===== src/rtl/dffs_port_master.sv =====
// dffs_port_master: initiator for the dffs single-port array.
// Request stream in, array strobes out, read data back on a response stream.
module dffs_port_master #(
    parameter int              SIZE     = 5,
    parameter int              WLEN     = 32,
    parameter bit              CLEAR_EN = 1'b1,
    parameter logic [WLEN-1:0] INIT_VAL = '0
) (
    input  logic            CLK,
    input  logic            RSTN,
    output logic            INIT_DONE,
    input  logic            REQ_VALID,
    output logic            REQ_READY,
    input  logic            REQ_WE,
    input  logic [SIZE-1:0] REQ_ADDR,
    input  logic [WLEN-1:0] REQ_DATA,
    output logic            RSP_VALID,
    input  logic            RSP_READY,
    output logic [WLEN-1:0] RSP_DATA,
    output logic            MEM_CEN,
    output logic [SIZE-1:0] MEM_A,
    output logic            MEM_WEN,
    output logic [WLEN-1:0] MEM_D,
    input  logic [WLEN-1:0] MEM_Q
);

    typedef enum logic {
        S_CLEAR = 1'b0,
        S_RUN   = 1'b1
    } state_e;

    state_e          state_q, state_d;
    logic [SIZE-1:0] cnt_q, cnt_d;
    logic            pend_q, pend_d;
    logic [1:0]      fcnt_q, fcnt_d;
    logic [WLEN-1:0] e0_q, e0_d;
    logic [WLEN-1:0] e1_q, e1_d;

    logic       clearing;
    logic       running;
    logic       pop;
    logic       fire;
    logic       credit;
    logic [2:0] occ;
    logic [1:0] fcnt_pop;

    // Handshake, credit and array strobes; everything is masked while in reset
    always_comb begin
        clearing  = RSTN & (state_q == S_CLEAR);
        running   = RSTN & (state_q == S_RUN);
        RSP_VALID = RSTN & (fcnt_q != 2'd0);
        RSP_DATA  = RSTN ? e0_q : '0;
        INIT_DONE = running;
        pop       = RSP_VALID & RSP_READY;
        occ       = {1'b0, fcnt_q} + {2'b00, pend_q} - {2'b00, pop};
        credit    = occ < 3'd2;
        REQ_READY = running & (REQ_WE | credit);
        fire      = REQ_VALID & REQ_READY;
        MEM_CEN   = 1'b1;
        MEM_WEN   = 1'b1;
        MEM_A     = '0;
        MEM_D     = '0;
        if (clearing) begin
            MEM_CEN = 1'b0;
            MEM_WEN = 1'b0;
            MEM_A   = cnt_q;
            MEM_D   = INIT_VAL;
        end else if (fire) begin
            MEM_CEN = 1'b0;
            MEM_WEN = ~REQ_WE;
            MEM_A   = REQ_ADDR;
            MEM_D   = REQ_DATA;
        end
    end

    // Next state: sweep counter, read-pending flag and the 2-entry shift FIFO
    always_comb begin
        state_d  = state_q;
        cnt_d    = cnt_q;
        pend_d   = fire & ~REQ_WE;
        fcnt_pop = fcnt_q;
        e0_d     = e0_q;
        e1_d     = e1_q;
        unique case (state_q)
            S_CLEAR: begin
                cnt_d = cnt_q + 1'b1;
                if (cnt_q == {SIZE{1'b1}}) begin
                    state_d = S_RUN;
                end
            end
            S_RUN: begin
                cnt_d = cnt_q;
            end
            default: begin
                state_d = S_RUN;
            end
        endcase
        if (pop) begin
            e0_d     = e1_q;
            fcnt_pop = fcnt_q - 2'd1;
        end
        fcnt_d = fcnt_pop;
        // MEM_Q is the array output for the read accepted last cycle
        if (pend_q) begin
            if (fcnt_pop == 2'd0) begin
                e0_d = MEM_Q;
            end else begin
                e1_d = MEM_Q;
            end
            fcnt_d = fcnt_pop + 2'd1;
        end
    end

    // State register with synchronous active-low reset
    always_ff @(posedge CLK) begin
        if (!RSTN) begin
            state_q <= CLEAR_EN ? S_CLEAR : S_RUN;
            cnt_q   <= '0;
            pend_q  <= 1'b0;
            fcnt_q  <= 2'd0;
            e0_q    <= '0;
            e1_q    <= '0;
        end else begin
            state_q <= state_d;
            cnt_q   <= cnt_d;
            pend_q  <= pend_d;
            fcnt_q  <= fcnt_d;
            e0_q    <= e0_d;
            e1_q    <= e1_d;
        end
    end

endmodule

===== config.mk =====
export PLATFORM = sky130hd
export DESIGN_NAME = dffs_port_master
export DESIGN_NICKNAME = d
export VERILOG_FILES = /design/src/rtl/dffs_port_master.sv
export SDC_FILE = /design/constraint.sdc
export NUM_CORES = 1
export LEC_CHECK = 0
export BUFFER_PORTS_ARGS = -buffer_cell sky130_fd_sc_hd__buf_2
export CORE_MARGIN = 3
export CORE_UTILIZATION = 30
export CTS_CLUSTER_SIZE = 30
export DETAILED_ROUTE_END_ITERATION = 10
export MAX_ROUTING_LAYER = met4
export PLACE_DENSITY_LB_ADDON = 0.08
export SLEW_MARGIN = 30
export SYNTH_ARGS = -nofsm -noshare
export SYNTH_HDL_FRONTEND = slang
export SYNTH_SLANG_ARGS = --single-unit

===== constraint.sdc =====
create_clock -name CLK -period 4.9 [get_ports CLK]
set_input_delay 0.98 -clock CLK [delete_from_list [all_inputs] [get_ports CLK]]
set_output_delay 0.98 -clock CLK [all_outputs]
set_load 0.02 [all_outputs]

==> flow_summary.toml <==
[status]
outcome = "completed"

[floorplanning]
floorplan.initialDensity_pct = 31.2
num_rows = 38
die_w_um = 113
io-pin-count = 148
core_ar_um2 = 11000
die-area_um2 = 12800
die-height_um = 113

[layout]
most_used_cells_in_the_layout_excluding_fill_and_tap_cells = "sky130_fd_sc_hd__buf_2 (147), sky130_fd_sc_hd__nand2_1 (131), sky130_fd_sc_hd__dfxtp_1 (73)"
layout.core_utilization_pct = 41.3
drive_above_1_share_pct = 29.8
stdcell_count = 728
n_antenna_cell = 0
most_frequent_standard_cell_in_the_layout_excluding_fill_and_tap_cells = "sky130_fd_sc_hd__buf_2"
area_growth_pct = 32.4
finish.net_count = 664

[synthesis]
synthArstFlopShare_pct = 0
synth_top_flop_cell = "sky130_fd_sc_hd__dfxtp_1"
yosysSeqAreaShare_pct = 42.4
syn-mean-instance-area_um2 = 7.57
syn-cell-area_um2 = 3440
synth-edff-count = 0
yosys_register_bits = 73
instance_count_of_the_mapped_netlist = 455
synth_fp_nets = 536
ys.warnings.count = 0
synth_cell_type_count = 33

[drt]
postRouteAntennaNets = 0
drt-met1-wl_um = 4310
drt_first_iter_violations = 97
met3_wirelength_um = 753
total_wire_length_um = 10200
drc_errors = 0
met2WireLength_um = 5030
via_per_inst = 4.73
top_layer = "met4"
drtPass1Iterations = 4
post_drt_wl_per_cell_um = 14.0
num_vias = 3441

[critical_path]
setup.worst_path.class = "flip-flop to output port"
critPathArrivalTime_ns = 3.22
r2r_start = "fcnt_q[1]$_SDFF_PN0_"
reg2reg_depth = 11
worst_setup_path_end_kind = "output port"
r2r-end = "e1_q[1]$_SDFFE_PN0P_"
critPathMaxFanout = 38
critical_path_data_required_time_ns = 3.92
worst-r2r-setup-slack_ns = 1.89
startpoint_type_of_the_worst_setup_path = "flip-flop"

[clocking]
insertion_delay_ns = 0.33
tritoncts_clock_tree = "done"
cts_repair_resize_count = 0
numCtsBuffers = 9
path_clk_slew_ns = 0.06
cts.sinks = 73
cts_hold_buf = 0
clk_root_buffer_cell = "sky130_fd_sc_hd__clkbuf_16"
post_cts_buffers = 0
max-clock-path-buffers = 2
htree_levels = 3

[sta]
timing.final.hold_violations = 0
timing.max_slew.rel_slack_pct = 44.3
layout_setup_ws_ns = 0.704
tns_ns = 0
clock_skew_ns = 0.00575
fmaxAchievable_mhz = 238
final.period_utilization_pct = 85.6
number_of_slew_limit_violations_in_the_final_report = 0
fin_crit_ns = 4.20
timing.final.setup_violations = 0
worst_slew_pin_slew_ns = 0.834
rsz0062_at_grt = "false"

[min_path]
worst_hold_startpoint = "e1_q[15]$_SDFFE_PN0P_"
timing.hold.worst.class = "flip-flop to flip-flop"
hold-path-endpoint = "e1_q[15]$_SDFFE_PN0P_"
min_path_cells = 2

[power]
power.share.combinational_pct = 5.0
intPower_uw = 1070
power_switching_uw = 304
worst_ir_drop_vdd_mv = 0.233
power.density_nw_per_um2 = 302
swShare_pct = 22.1
power.share.sequential_pct = 43.5
p_leak_uw = 0.00203
clock_power_share_pct = 51.6

[place]
gpl.final_weighted_congestion = 0.787
place_ws_ns = 0.671
post-dp-hpwl_um = 6650
placement.io_buffers = 147
dp_cells = 712

[global_route]
grt_overflow = 0
number_of_global_route_vias_before_repair = 3160
grt_first_pass_wirelength_um = 15800
total_routing_usage_gr_pct = 16.0
grt_max_degree = 72
antenna_found_initial = 0

[job]
max_cap_violations = 0
[synthesized netlist by cell type (all sizes together), types with 2 or more instances]
| cell type | n | area share [%] |
|---|---|---|
| clkbuf | 22 | 2.4 |
| dfxtp | 73 | 42 |
| xor2 | 3 | 0.76 |
| nand3 | 2 | 0.44 |
| a21oi | 32 | 4.6 |
| a31oi | 32 | 5.8 |
| nor2b | 2 | 0.36 |
| o21ai | 33 | 4.8 |
| inv | 7 | 0.76 |
| nand2 | 132 | 14 |
| mux2i | 2 | 0.58 |
| ha | 6 | 2.2 |
| and2 | 66 | 12 |
| a22o | 5 | 1.3 |
| nor2 | 12 | 1.3 |
| buf | 14 | 2.7 |
[registers in the layout (all words and copies together), names as in the netlist]
signal / flops
e1_q: 32
fcnt_q: 2
state_q: 1
e0_q: 32
pend_q: 1
cnt_q: 5
[kinds of logic (layout without fill, tap and decap cells)]
logic type / count (synthesis) / in the layout / synth area share, %
simple gates: 220 / 220 / 29.8
compound gates: 106 / 106 / 17.6
flops: 73 / 73 / 42.4
buf+inv: 43 / 176 / 5.85
fa+ha+maj: 7 / 7 / 2.76
xor+xnor: 4 / 4 / 1.02
mux: 2 / 2 / 0.581
[power by group through the flow]
stage                     clock network (uW)  registers, uW  logic, uW
final                                    709            598       68.5
after global routing                     753            598       76.5
after CTS                                727            598       70.0
after detailed placement                   0            612       69.6
after global placement                     0            612       69.1
after floorplan                            0            611       26.8
[cell type report]
type	count	area, um2
Fill cell	1185	6470
Multi-Input combinational cell	339	1800
Sequential cell	73	1460
Timing Repair Buffer	153	781
Clock buffer	9	225
Tap cell	140	175
Clock inverter	7	93.8
Inverter	7	26.3
[critical path: stages, from the launching register on]
cell,delay (ns)
sky130_fd_sc_hd__dfxtp_1,0.40
sky130_fd_sc_hd__inv_1,0.06
sky130_fd_sc_hd__ha_1,0.19
sky130_fd_sc_hd__nand3b_2,0.22
sky130_fd_sc_hd__inv_2,0.07
sky130_fd_sc_hd__ha_1,0.23
sky130_fd_sc_hd__inv_1,0.06
sky130_fd_sc_hd__ha_1,0.13
sky130_fd_sc_hd__inv_1,0.05
sky130_fd_sc_hd__fa_1,0.37
sky130_fd_sc_hd__xor2_1,0.20
sky130_fd_sc_hd__o31ai_2,0.22
sky130_fd_sc_hd__buf_4,0.31
sky130_fd_sc_hd__and2_1,0.19
sky130_fd_sc_hd__buf_2,0.17
[worst max-delay path by stage]
stage	start	endpoint	slack (ns)	depth (start not counted)
CTS	fcnt_q[1]$_SDFF_PN0_	MEM_D[31]	0.63	14
global placement	RSP_READY	MEM_D[31]	0.75	13
floorplan	RSTN	MEM_D[10]	0.61	14
finish	fcnt_q[1]$_SDFF_PN0_	MEM_D[31]	0.70	14
global route	fcnt_q[1]$_SDFF_PN0_	MEM_D[31]	0.46	14
detailed placement	RSTN	MEM_D[31]	0.67	13
[metrics by stage]
| stage | instance area [um2] | power (uW) | hold WS [ns] |
|---|---|---|---|
| 5_1_grt | 4560 | 1430 | 0.473 |
| 6_report | 4560 | 1380 | 0.454 |
| 2_1_floorplan | 3440 | 637 | 0.437 |
| 3_3_place_gp | 4240 | 681 | 0.441 |
| 4_1_cts | 4560 | 1400 | 0.455 |
| 3_5_place_dp | 4240 | 681 | 0.447 |
[metal layers]
metal,up-vias,global-route usage (%)
met5,-,-
met4,0,3.45
li1,1753,-
met2,121,28.2
met1,1560,18.0
met3,7,4.60
No activity file was read; power rests on OpenSTA's default activity.
